<file path="src/rtl/aes_pkg.sv">
`default_nettype none
// ============================================================================
// Module      : aes_pkg
// Description : Shared AES types, FSM encoding and GF(2^8) helper for the
//               decryption round datapath.
// Revision    : 1.0 - initial release
// ============================================================================
package aes_pkg;

    // Low byte of the AES reduction polynomial x^8 + x^4 + x^3 + x + 1
    localparam logic [7:0] GF_POLY = 8'h1B;

    typedef logic [7:0]   byte_t;
    typedef logic [31:0]  column_t;
    typedef logic [127:0] state_t;

    typedef enum logic [1:0] {
        IDLE = 2'd0,
        MIX  = 2'd1,
        DONE = 2'd2
    } fsm_state_t;

    // Multiply by x in GF(2^8), reducing when the top bit falls out
    function automatic byte_t xtime(input byte_t b);
        return {b[6:0], 1'b0} ^ (b[7] ? GF_POLY : 8'h00);
    endfunction

endpackage : aes_pkg
`default_nettype wire

</file>
<file path="src/rtl/inv_mix_column.sv">
`default_nettype none
// ============================================================================
// Module      : inv_mix_column
// Description : Combinational InvMixColumns on one 32-bit state column.
//               Byte 0 of the column is the most significant byte.
// Revision    : 1.0 - initial release
// ============================================================================
module inv_mix_column
    import aes_pkg::*;
(
    input  column_t i_col,
    output column_t o_col
);

    byte_t w_a  [4];
    byte_t w_x2 [4];
    byte_t w_x4 [4];
    byte_t w_x8 [4];
    byte_t w_m9 [4];
    byte_t w_mb [4];
    byte_t w_md [4];
    byte_t w_me [4];

    // Build the 9/b/d/e multiples of every byte from a shared xtime chain
    always_comb begin
        for (int r = 0; r < 4; r++) begin
            w_a[r]  = i_col[31-8*r -: 8];
            w_x2[r] = xtime(w_a[r]);
            w_x4[r] = xtime(w_x2[r]);
            w_x8[r] = xtime(w_x4[r]);
            w_m9[r] = w_x8[r] ^ w_a[r];
            w_mb[r] = w_x8[r] ^ w_x2[r] ^ w_a[r];
            w_md[r] = w_x8[r] ^ w_x4[r] ^ w_a[r];
            w_me[r] = w_x8[r] ^ w_x4[r] ^ w_x2[r];
        end
    end

    // Each output row uses the coefficient vector {0e,0b,0d,09} rotated by the row
    assign o_col = {
        w_me[0] ^ w_mb[1] ^ w_md[2] ^ w_m9[3],
        w_m9[0] ^ w_me[1] ^ w_mb[2] ^ w_md[3],
        w_md[0] ^ w_m9[1] ^ w_me[2] ^ w_mb[3],
        w_mb[0] ^ w_md[1] ^ w_m9[2] ^ w_me[3]
    };

endmodule : inv_mix_column
`default_nettype wire

</file>
<file path="src/rtl/inv_add_round_mix.sv">
`default_nettype none
// ============================================================================
// Module      : inv_add_round_mix
// Description : Decryption round stage after inv_sub_bytes: AddRoundKey then
//               InvMixColumns (skipped on the final round), with valid/ready
//               handshakes on both sides.
//               Build option INV_MIX_PARALLEL_EN: transform all four columns
//               in one cycle instead of one column per cycle.
// Revision    : 1.0 - initial release
// ============================================================================
module inv_add_round_mix
    import aes_pkg::*;
#(
    parameter int COLS = 4
) (
    input  logic         clk,
    input  logic         rst,
    input  logic         in_valid,
    output logic         in_ready,
    input  logic [127:0] state_in,
    input  logic [127:0] round_key,
    input  logic         skip_mix,
    output logic         out_valid,
    input  logic         out_ready,
    output logic [127:0] state_out
);

    // AES has exactly four columns; any other value is a configuration error
    if (COLS != 4) begin : g_cols_check
        $error("inv_add_round_mix: COLS must be 4");
    end

    fsm_state_t          state_q, state_d;
    logic [1:0]          col_cnt_q, col_cnt_d;
    column_t [COLS-1:0]  work_q, work_d;
    logic                w_accept;

    assign w_accept = in_valid & in_ready;

`ifdef INV_MIX_PARALLEL_EN
    column_t [COLS-1:0]  w_mixed;

    for (genvar c = 0; c < COLS; c++) begin : g_mix
        inv_mix_column u_inv_mix_column (
            .i_col (work_q[c]),
            .o_col (w_mixed[c])
        );
    end
`else
    // Packed index COLS-1 holds column 0 (MSBs), so the column counter is mirrored
    logic [1:0]          w_col_idx;
    column_t             w_col_mixed;
    logic                w_last_col;

    assign w_col_idx  = 2'(COLS - 1) - col_cnt_q;
    assign w_last_col = (col_cnt_q == 2'(COLS - 1));

    inv_mix_column u_inv_mix_column (
        .i_col (work_q[w_col_idx]),
        .o_col (w_col_mixed)
    );
`endif

    // State, column counter and working state registers
    always_ff @(posedge clk) begin
        if (rst) begin
            state_q   <= IDLE;
            col_cnt_q <= '0;
            work_q    <= '0;
        end else begin
            state_q   <= state_d;
            col_cnt_q <= col_cnt_d;
            work_q    <= work_d;
        end
    end

    // Next-state logic: accept, transform, then hold until the result is taken
    always_comb begin
        state_d = state_q;
        case (state_q)
            IDLE: begin
                if (w_accept) begin
                    state_d = skip_mix ? DONE : MIX;
                end
            end
            MIX: begin
`ifdef INV_MIX_PARALLEL_EN
                state_d = DONE;
`else
                if (w_last_col) begin
                    state_d = DONE;
                end
`endif
            end
            DONE: begin
                if (out_ready) begin
                    state_d = IDLE;
                end
            end
            default: state_d = IDLE;
        endcase
    end

    // Datapath: key addition on accept, column replacement while mixing
    always_comb begin
        work_d    = work_q;
        col_cnt_d = col_cnt_q;
        case (state_q)
            IDLE: begin
                if (w_accept) begin
                    work_d    = state_in ^ round_key;
                    col_cnt_d = '0;
                end
            end
            MIX: begin
`ifdef INV_MIX_PARALLEL_EN
                work_d    = w_mixed;
                col_cnt_d = '0;
`else
                work_d[w_col_idx] = w_col_mixed;
                col_cnt_d         = w_last_col ? 2'd0 : col_cnt_q + 2'd1;
`endif
            end
            default: ;
        endcase
    end

    // Handshake outputs depend only on the registered state
    always_comb begin
        in_ready  = (state_q == IDLE);
        out_valid = (state_q == DONE);
        state_out = work_q;
    end

endmodule : inv_add_round_mix
`default_nettype wire

</file>
<file path="config.mk">
export PLATFORM = sky130hd
export DESIGN_NAME = inv_add_round_mix
export DESIGN_NICKNAME = d
export VERILOG_FILES = /design/src/rtl/aes_pkg.sv /design/src/rtl/inv_mix_column.sv /design/src/rtl/inv_add_round_mix.sv
export SDC_FILE = /design/constraint.sdc
export NUM_CORES = 1
export LEC_CHECK = 0
export CAP_MARGIN = 20
export CORE_AREA = 3 3 157 159
export CTS_CLUSTER_SIZE = 8
export DETAILED_ROUTE_END_ITERATION = 10
export DIE_AREA = 0 0 160 162
export PLACE_DENSITY = 0.78
export REMOVE_ABC_BUFFERS = 1
export SYNTH_ARGS = -nofsm -noshare
export SYNTH_HDL_FRONTEND = slang
export SYNTH_HIERARCHICAL = 1
export SYNTH_SLANG_ARGS = --single-unit
</file>
<file path="constraint.sdc">
create_clock -name clk -period 7.95 [get_ports clk]
set_input_delay 0.795 -clock clk [delete_from_list [all_inputs] [get_ports clk]]
set_output_delay 0.795 -clock clk [all_outputs]
set_load 0.05 [all_outputs]
</file>
==> metrics.md <==
| Metric | Value |
|---|---|
| Final worst setup slack | `3.74 ns` |
| Critical path data arrival time | `between 4 and 5 ns` |
| Vias | `approximately 10000` |
| R2R Setup Slk | `3.74 ns` |
| Largest net degree at the start of global routing | `69` |
| WS Path Type | `reg2reg` |
| Vias in the first global route | `approximately 10000` |
| Detailed Route WL | `37.9 mm` |
| Status | `complete, no violations` |
| Antenna Cells | `0` |
| CP Capture Type | `flop` |
| Worst hold stages | `1` |
| Slowest-stage cell, CP | `mux4_2` |
| Std-Cell Rows | `56` |
| H-tree Lvls | `4` |
| FF-to-FF Start | `col_cnt_q[0]` |
| XOR/XNOR Fraction of Synth Area | `0.326` |
| Hold_buf cts | `0` |
| Pins over their slew limit | `0` |
| Setup TNS | `0 ns` |
| Critical Path Start Type | `flop` |
| CP cell instances | `buf_4 -> mux4_2 -> xnor2_2 -> xnor3_2 -> xnor3_1 -> xnor2_1 -> nand2_1 -> nand2_1 -> a32o_1` |
| Skew-Pair Late Insertion Delay | `0.43 ns` |
| Syn Area/Cell | `between 9 and 10 um^2` |
| Seq cells post-synth | `~130` |
| Global-route wire length before repair | `between 50 and 60 mm` |
| Final nets | `approximately 1700` |
| Largest area contributor in the netlist | `dfxtp_1` |
| # Max-Cap Violations | `0` |
| RD Place Congestion | `0.930` |
| Port-buffer cells | `390` |
| Worst vdd ir | `approximately 0.00025 V` |
| Max stage delay on crit path | `0.74 ns` |
| DRT antenna net count | `0` |
| Adder-cell share of the synthesized area | `0.00599` |
| Post-CTS Resized | `0` |
| Setup Skew | `0.0119 ns` |
| Largest family of logic cells by synthesized area | `XOR/XNOR gates` |
| Core area | `about 0.023 mm^2` |
| IO Pins | `391` |
| Hold Violations, Final | `0` |
| Postcts setup bufs | `0` |
| Post-DP HPWL | `roughly 28 mm` |
| Multiplexer share of the synthesized area | `0.0748` |
| TritonCTS clock tree | `yes` |
| Synth cell types | `37` |
| Slew @ Worst Pin | `around 1.2 ns` |
| Final period utilization | `0.530` |
| Clock tree buffer depth | `2` |
| Clock Sinks | `between 100 and 150` |
| RSZ-0062 raised after global routing | `false` |
| Type of the tightest min-delay check | `reg2reg` |
| Root Buffer | `clkbuf_16` |
| CP most frequent cell | `nand2_1` |
| Max Fclk | `238 MHz` |
| Gr usage total | `0.284` |
| Proportion of layout cells with a drive suffix above 1 | `0.0756` |
| Die Ht | `162 um` |
| Mapped Area | `between 0.01 and 0.015 mm^2` |
| Synthesis Warnings | `6` |
| Initial core utilization | `0.446` |
| Max FO, Critical Path | `22` |
| Headroom to the max-slew limit | `0.199` |
| Die span in x | `160 um` |
| Critical path origin | `col_cnt_q[0]` |
| Drt via density | `between 5 and 6` |
| Tmin final | `approximately 4.2 ns` |
| WL per Instance | `between 20 and 25 um` |
| HP Start | `state_out[40]` |
| Synth Area in Simple Gates | `0.150` |
| RR Endpoint | `state_out[107]` |
| DRC viols | `0` |
| Clk slew on worst S/H paths | `around 0.06 ns` |
| Place WS | `about 3.8 ns` |
| DRT iter0 DRCs | `799` |
| Drt first pass iters | `8` |
| Synth top area cells | `dfxtp_1 25%, xnor2_1 20%, nand2_1 14%` |
| Sequential share of the synthesized area | `0.253` |
| CP required | `about 8.3 ns` |
| R2r worst-path depth | `9` |
| Hold EP | `state_out[40]` |
| Leak | `5.51 nW` |
| Total grt overflow | `0` |
| Pwr/cell area | `335 mW/mm^2` |
| Post-synthesis compound-gate area fraction | `0.133` |
| Yosys top cell area share | `0.253` |
| Initial antenna violation count | `0` |
| Setup Viol. Count Final | `0` |
| Die footprint | `between 0.02 and 0.03 mm^2` |
| Area Growth Syn to Fin | `42.8%` |
| CTS Buf Count | `17` |
| Mapped Cells | `about 1100` |
## report_power, final
part | switching (mW) | internal [mW] | total, mW
clock network | 0.335 | 0.442 | 0.777
logic | 1.96 | 1.45 | 3.41
registers | 0.0726 | 0.741 | 0.814
## cell type report
| type | instances | area (um^2) |
|---|---|---|
| Timing Repair Buffer | 399 | 4030 |
| Sequential cell | 132 | 2650 |
| Inverter | 4 | 15.0 |
| Clock inverter | 14 | 129 |
| Clock buffer | 18 | 439 |
| Tap cell | 319 | 399 |
| Multi-Input combinational cell | 901 | 7250 |
| Fill cell | 1985 | 8500 |
## cells in the final DEF, fill, tap and decap left out, drive strengths merged
cell type / netlist / layout
clkdlybuf4s50: 0 / 390
xor3: 4 / 4
nor2b: 5 / 5
nand2: 376 / 376
bufinv: 0 / 1
inv: 4 / 8
a21oi: 9 / 9
nor2: 5 / 5
a32o: 125 / 125
or2: 1 / 1
xor2: 40 / 40
mux2: 4 / 4
nand2b: 3 / 3
o22a: 1 / 1
a21o: 1 / 1
o21bai: 1 / 1
clkinv: 0 / 6
xnor2: 247 / 247
a221oi: 3 / 3
buf: 68 / 9
mux4: 32 / 32
nand3b: 4 / 4
dfxtp: 132 / 132
nor3: 3 / 3
a22oi: 2 / 2
xnor3: 30 / 30
clkinvlp: 0 / 3
ha: 5 / 5
clkbuf: 27 / 18
## cells in the mapped netlist
cell type  count
a21o_1         1
a21oi_1        4
a21oi_2        4
a21oi_4        1
a221oi_1       3
a22oi_1        2
a32o_1       125
buf_2         35
buf_4         16
buf_6         17
clkbuf_1      26
clkbuf_2       1
dfxtp_1      132
ha_1           5
inv_1          4
mux2_4         4
mux4_2        32
nand2_1      376
nand2b_1       2
nand2b_4       1
nand3b_1       4
nor2_1         5
nor2b_1        2
nor2b_4        3
nor3_1         3
o21bai_1       1
o22a_1         1
or2_4          1
xnor2_1      238
xnor2_2        7
xnor2_4        2
xnor3_1       25
xnor3_2        4
xnor3_4        1
xor2_1        38
xor2_2         2
xor3_1         4
## flip-flops by register name, indices dropped and copies added, names as in the netlist
| register | count |
|---|---|
| state_out | 128 |
| col_cnt_q | 2 |
| state_q | 2 |
## cell families after synthesis
group,count (synthesis)
and+or+nand+nor,397
xor gates and xnor gates,321
AOI/OAI and AO/OA,142
DFF,132
buffers and inverters,99
muxes,36
adders and majority gates,5
## per-layer routing
layer | up-vias | GRT usage | part of all wire
met5 | - | 0 | 0
li1 | 4527 | - | -
met3 | 59 | 0.0780 | 0.098
met4 | 0 | 0.0923 | 0.024
met2 | 570 | 0.508 | 0.51
met1 | 4680 | 0.330 | 0.37
## worst max path at each step
stage | endpoint | cells past startpoint
detailed placement | state_out[107] | 9
CTS | state_out[11] | 9
finish | state_out[107] | 9
global route | state_out[11] | 9
floorplan | col_cnt_q[1] | 3
global placement | state_out[107] | 9
## worst max-delay path: cells and delay by family (launching register included)
kind | cells | cell delay (ns)
xor gates and xnor gates | 4 | 1.73
muxes | 1 | 0.74
DFF | 1 | 0.73
buffers and inverters | 1 | 0.51
and+or+nand+nor | 2 | 0.25
AOI/OAI and AO/OA | 1 | 0.17
## stage by stage
step / power (mW) / util / hold slack (ns) / instances / area, um^2
3_3_place_gp: 4.13 / 0.609 / 0.466 / 1752 / 14300
4_1_cts: 4.95 / 0.633 / 0.488 / 1784 / 14800
3_5_place_dp: 4.15 / 0.609 / 0.474 / 1752 / 14300
5_1_grt: 5.25 / 0.637 / 0.495 / 1787 / 14900
2_1_floorplan: 3.25 / - / 0.636 / 1037 / 9850
6_report: 5.00 / 0.637 / 0.489 / 1787 / 14900
Note: power is estimated with default switching activity, not from simulation.
